$ cat src/rtl/fetch_sequencer.sv
// rtl/fetch_sequencer.sv - PC owner and IF/ID capture with stall, redirect flush and halt sequencing
module fetch_sequencer #(
    parameter logic [31:0] RESET_PC = 32'h0000_0000,
    parameter int          CNT_W    = 16
) (
    input  logic             i_clk,
    input  logic             i_rst,
    input  logic             i_stall,
    input  logic             i_br_taken,
    input  logic [31:0]      i_br_target,
    input  logic             i_jmp,
    input  logic [31:0]      i_jmp_target,
    input  logic             i_halt,
    input  logic [31:0]      i_inst,
    output logic [31:0]      o_addr,
    output logic [31:0]      o_ifid_inst,
    output logic [31:0]      o_ifid_pc4,
    output logic             o_ifid_valid,
    output logic             o_running,
    output logic [CNT_W-1:0] o_fetch_cnt
);

    localparam logic [1:0] S_BOOT  = 2'd0;
    localparam logic [1:0] S_RUN   = 2'd1;
    localparam logic [1:0] S_FLUSH = 2'd2;
    localparam logic [1:0] S_HOLD  = 2'd3;

    logic [1:0]       r_state;
    logic [31:0]      r_pc;
    logic [31:0]      r_ifid_inst;
    logic [31:0]      r_ifid_pc4;
    logic             r_ifid_valid;
    logic [CNT_W-1:0] r_fetch_cnt;

    logic [31:0]      w_pc4;
    logic             w_redirect;
    logic [31:0]      w_target;

    assign w_pc4      = r_pc + 32'd4;
    assign w_redirect = i_br_taken | i_jmp;
    // Branch outranks jump; targets are forced word aligned on load.
    assign w_target   = i_br_taken ? {i_br_target[31:2], 2'b00} : {i_jmp_target[31:2], 2'b00};

    always_ff @(posedge i_clk or posedge i_rst) begin
        if (i_rst) begin
            r_state      <= S_BOOT;
            r_pc         <= RESET_PC;
            r_ifid_inst  <= 32'd0;
            r_ifid_pc4   <= 32'd0;
            r_ifid_valid <= 1'b0;
            r_fetch_cnt  <= '0;
        end else begin
            case (r_state)
                S_BOOT: begin
                    r_state <= S_RUN;
                end
                S_RUN, S_FLUSH: begin
                    // A stall in FLUSH leaves the bubble in place; the target word is captured from RUN.
                    if (i_stall) begin
                        r_state <= S_RUN;
                    end else if (w_redirect) begin
                        r_pc         <= w_target;
                        r_ifid_valid <= 1'b0;
                        r_state      <= S_FLUSH;
                    end else if (i_halt) begin
                        r_ifid_valid <= 1'b0;
                        r_state      <= S_HOLD;
                    end else begin
                        r_ifid_inst  <= i_inst;
                        r_ifid_pc4   <= w_pc4;
                        r_ifid_valid <= 1'b1;
                        r_pc         <= w_pc4;
                        if (r_fetch_cnt != {CNT_W{1'b1}}) begin
                            r_fetch_cnt <= r_fetch_cnt + 1'b1;
                        end
                        r_state      <= S_RUN;
                    end
                end
                default: begin
                    r_ifid_valid <= 1'b0;
                    if (!i_halt) begin
                        r_state <= S_RUN;
                    end
                end
            endcase
        end
    end

    assign o_addr       = r_pc;
    assign o_ifid_inst  = r_ifid_inst;
    assign o_ifid_pc4   = r_ifid_pc4;
    assign o_ifid_valid = r_ifid_valid;
    assign o_running    = (r_state == S_RUN) || (r_state == S_FLUSH);
    assign o_fetch_cnt  = r_fetch_cnt;

endmodule

$ cat config.mk
export PLATFORM = sky130hd
export DESIGN_NAME = fetch_sequencer
export DESIGN_NICKNAME = d
export VERILOG_FILES = /design/src/rtl/fetch_sequencer.sv
export SDC_FILE = /design/constraint.sdc
export NUM_CORES = 1
export LEC_CHECK = 0
export BUFFER_PORTS_ARGS = -buffer_cell sky130_fd_sc_hd__buf_4
export CELL_PAD_IN_SITES_DETAIL_PLACEMENT = 1
export CELL_PAD_IN_SITES_GLOBAL_PLACEMENT = 1
export CORE_MARGIN = 5
export CORE_UTILIZATION = 30
export CTS_BUF_LIST = sky130_fd_sc_hd__clkbuf_8 sky130_fd_sc_hd__clkbuf_16
export DETAILED_ROUTE_END_ITERATION = 16
export PLACE_DENSITY_LB_ADDON = 0.3
export SLEW_MARGIN = 40
export SYNTH_ARGS = -nofsm -noshare
export SYNTH_HDL_FRONTEND = slang
export SYNTH_SLANG_ARGS = --single-unit
$ cat constraint.sdc
create_clock -name i_clk -period 9.2 [get_ports i_clk]
set_input_delay 0.46 -clock i_clk [delete_from_list [all_inputs] [get_ports i_clk]]
set_output_delay 0.46 -clock i_clk [all_outputs]
set_load 0.01 [all_outputs]
# Yosys cells after proc, flatten, opt, wreduce, memory -nomap -nowiden
# Index checks and enable logic that the tools add are counted.
# Widths: inputs -> output; s select.
[word_totals]
register_bits = 115
in_bits = 102
output_inout_bits = 114
elab_cells = 38
[classes]
n_addsub = 2
eq_ne = 6
n_mux = 12
bitwise_logic = 5
reduce_logical = 7
[op_table]
columns = ["cell", "count"]
rows = [
  ["$mux 32", 3],
  ["$add 32x3->32 const B", 1],
  ["$add 16x1->16 const B", 1],
  ["$ne 16x16->1 const B", 1],
  ["$mux 2", 4],
  ["$reduce_and 5->1", 1],
  ["$not 1->1", 4],
  ["$pmux 2 s2", 1],
  ["$reduce_and 4->1", 1],
  ["$mux 1", 3],
  ["$ne 3x1->1 const B", 1],
  ["$reduce_and 3->1", 1],
  ["$eq 2x1->1 const B", 1],
  ["$eq 2x2->1 const B", 1],
  ["$logic_not 2->1", 1],
  ["$ne 2x1->1 const B", 1],
  ["$ne 2x2->1 const B", 1],
  ["$pmux 1 s2", 1],
  ["$reduce_and 2->1", 1],
  ["$reduce_or 2->1", 1],
  ["$logic_or 1x1->1", 1],
  ["$or 1x1->1", 1],
]

# Longest topological paths before layout
[depth]
depth_word = 4
depth_mapped = 9

# Least setup slack after synthesis
# OpenSTA, ideal clock, no wires.
[synth_path]
path_kind = "flip-flop to flip-flop"
start = "reg r_state[0]"
end = "reg r_fetch_cnt[4] (netlist: o_fetch_cnt[4])"
setup_time_ns = 0.125
arrival_ns = 2.089
required_ns = 9.075
slack_ns = 6.987
stages_incl_launch_ff = 7
path_buffers = 0
cell_sequence = "dfrtp_1 > inv_1 > ha_1 > or4b_1 > nor2_1 > and4_1 > mux2_2"
[synth_between]
elab_chain_cells = 3
word_cells_on_any_way = 4
classes_between = "eq/ne (2); reduce/logical (2)"
[synth_lines]
columns = ["item", "line_no", "text"]
rows = [
  ["from (decl)", "28", "logic [1:0] r_state;"],
  ["from (signal assigned)", "46", "r_state <= S_BOOT;"],
  ["from (signal assigned)", "55", "r_state <= S_RUN;"],
  ["from (signal assigned)", "60", "r_state <= S_RUN;"],
  ["$eq 2x1->1 / $eq 2x2->1 (equally long branches)", "53", "case (r_state)"],
  ["$reduce_or 2->1 (*)", "53", ""],
  ["$reduce_and 5->1 (no line) (*)", "-", ""],
  ["to (signal assigned)", "74", "r_fetch_cnt <= r_fetch_cnt + 1'b1;"],
  ["to (decl)", "33", "logic [CNT_W-1:0] r_fetch_cnt;"],
]
# Mark *: on every way between the ends. The rest lies on a longest branch, timed or not.
# A chain may end at the register's enable or synchronous reset.

# Worst setup path after layout
[layout_path]
start = "reg r_state[0]"
end = "reg r_fetch_cnt[1] (netlist: o_fetch_cnt[1])"
# The elaborated chain is that of the path after synthesis.

==> flow_summary.ini <==
[pwr]
vdd_drop_max_mv = 0.0934
power_density_nw_per_um2 = 287
total_power_uw = 2270
p_leak_uw = 0.00372

[routing]
first_pass_iters = 4
vias_per_cell = 5.10
num_vias = 5588
routed_wl_mm = 20.2
drtIter0Drc = 182
routedWlPerCell_um = 18.4
drc = 0
antenna_left = 0

[clock_network]
htreeDepth = 3
cts_buffers = 9
clkTransAtPathRegs_ns = 0.08
cts.sinks = 111
clockRootBuffer = clkbuf_16
ctsHoldBuffers = 0
clock_latency_ns = 0.35
ctsResizeCount = 0
clock_path_buffers = 2
postCtsSetupBuffers = 0
cts_tree = done

[finish]
syn2layout_area_growth_pct = 35.7
drive_gt1_share_pct = 30.1
finalInstanceArea_sq_um = 7900
diodes = 0
layout.nets = 930
fillers = 2253

[critical_path]
required_ns = 9.44
crit_path_top_delay_cell = or4b_1
r2r_start = r_state[0]$_DFFE_PP0P_
cp-start-kind = flop
cp.arrival_ns = 3.32
worstPathCellList = inv_1, ha_1, or4b_1, nor2_4, buf_4, o21ai_0, mux2_2
reg2reg_to = o_fetch_cnt[1]$_DFFE_PP0P_
max_stage_delay_ns = 0.58
cp_max_fo = 36
path_class = flop to flop
worst-path-buf-inv = 2
crit_path_end_kind = flop
rr_worst_depth = 7
r2r_slack_ns = 6.12
crit_family = simple AND/OR/NAND/NOR gates

[yosys]
ys.flop_type = dfrtp_1
synth.distinct_cells = 59
synth.area.top_cells = dfrtp_1 48%, nand2_1 11%, xnor2_1 3.2%
synth_area_sq_um = 5820
synth_top_area_share_pct = 47.8
avgSynthCellArea_sq_um = 8.99
ys_ff_latch = 111
synth_edf_count = 0
yosysWarnings = 0
netlist.top_cell.by_area = dfrtp_1
syn_inst = 647
synth-async-reset-ratio_pct = 100
ys_top_cells_by_count = 169 x nand2_1, 111 x dfrtp_1, 36 x o21ai_0, 35 x clkbuf_1, 25 x nand3_1
seq_area_frac_synth_pct = 47.8
synth.most_common_cell = nand2_1

[die]
die_h_um = 149
initial_core_util_pct = 30.2
die-area_sq_um = 22300
ios = 216
core_sq_um = 19300
fp.dieW_um = 149
rows = 51

[min_path]
hp-class = primary input to async pin

[sta]
post-route-period-util_pct = 33.5
worstMarginPinSlew_ns = 0.785
maxSlewViolCount = 0
setup_viol = 0
max_slew_margin_pct = 47.5
fin_setup_tns_ns = 0
max_freq_mhz = 325
rsz0062_at_grt = false
hold_viol_final = 0
finClkSkew_ns = 0.00934
layout_min_cycle_time_ns = 3.08

[global_routing]
grt_max_degree = 74
grt_overflow = 0
grt_pass1_vias = 5848
antenna_found_initial = 0
grt_pass1_wl_mm = 31.7
grtUsageTotal_pct = 17.8

[status]
status = finished clean

[placement]
gp_congestion = 0.766
placed_area_sq_um = 7570
hpwlAfterDp_mm = 14.3
port_buffers = 207

[job]
drv_cap = 0
[report_power, final]
group	leakage [uW]	total, uW	internal (uW)	switching, uW
registers	0.00140	909	690	218
logic	0.00217	925	447	479
clock network	0.000152	433	240	194
total	0.00372	2270	1380	891
[cells by family after synthesis]
kind of cell             synth area share (%)
flip-flops                               47.8
other                                  0.0645
adder cells (fa/ha/maj)                 0.645
multiplexers                            0.925
XOR/XNOR                                 3.91
AND/OR/NAND/NOR                          25.6
buffers and inverters                    4.97
AO/OA/AOI/OAI                            16.1
[metrics by stage]
step | std cells | util [%] | setup WS [ns] | hold slack [ns]
2_1_floorplan | 650 | - | 5.81 | 0.514
3_3_place_gp | 1079 | 39.2 | 6.14 | 0.460
3_5_place_dp | 1079 | 39.3 | 6.11 | 0.463
4_1_cts | 1095 | 41.0 | 6.09 | 0.158
5_1_grt | 1095 | 41.0 | 5.92 | 0.178
6_report | 1095 | 41.0 | 6.12 | 0.151
[per-layer routing]
| layer | up-vias | routed length, um | global-route usage (%) |
|---|---|---|---|
| li1 | 2668 | - | - |
| met1 | 2765 | 8700 | 22.5 |
| met2 | 140 | 10000 | 30.9 |
| met3 | 15 | 1160 | 3.92 |
| met4 | 0 | 293 | 4.85 |
| met5 | - | 0 | 0 |
[worst reg2reg max path: stages (launching register included)]
cell and delay [ns]:
dfrtp_1 0.35, inv_1 0.05, ha_1 0.43, or4b_1 0.58, nor2_4 0.42, buf_4 0.48, o21ai_0 0.31, mux2_2 0.34
[sequential cells by signal, indices dropped and copies added, names as in the netlist]
| register | cells |
|---|---|
| o_addr | 30 |
| o_fetch_cnt | 16 |
| o_ifid_inst | 32 |
| o_ifid_pc4 | 30 |
| o_ifid_valid | 1 |
| r_state | 2 |
[cells in the final DEF, fill, tap and decap left out, types with 13 or more instances in the layout]
cell type,instances
buf_4,212
dfrtp_1,111
inv_1,18
o211ai_1,19
nor2_1,14
nand2_1,168
or4_1,13
nand3_1,25
nand4_1,20
xnor2_1,21
o21ai_0,36
a22o_1,14
[worst max-delay path by stage]
| stage | start | to | slack [ns] | cells past startpoint |
|---|---|---|---|---|
| 3_3_place_gp | i_br_taken | o_fetch_cnt[1]$_DFFE_PP0P_ | 6.14 | 6 |
| 4_1_cts | r_state[0]$_DFFE_PP0P_ | o_fetch_cnt[1]$_DFFE_PP0P_ | 6.09 | 7 |
| 5_1_grt | r_state[1]$_DFFE_PP0P_ | o_fetch_cnt[1]$_DFFE_PP0P_ | 5.92 | 7 |
| 2_1_floorplan | i_rst | o_addr[10]$_DFFE_PP0P_ | 5.81 | 1 |
| 3_5_place_dp | r_state[0]$_DFFE_PP0P_ | o_fetch_cnt[1]$_DFFE_PP0P_ | 6.11 | 7 |
| 6_report | r_state[0]$_DFFE_PP0P_ | o_fetch_cnt[1]$_DFFE_PP0P_ | 6.12 | 7 |
[final cells by class]
type                            instances  area [sq um]  share of cell area (%)
Inverter                               19          73.8                   0.935
Sequential cell                       111          2780                    35.2
Multi-Input combinational cell        471          2790                    35.3
Clock buffer                            9           225                    2.85
Clock inverter                          7          97.6                    1.24
Tap cell                              265           332                    4.20
Timing Repair Buffer                  213          1600                    20.3
No activity file was read; power rests on OpenSTA's default activity.
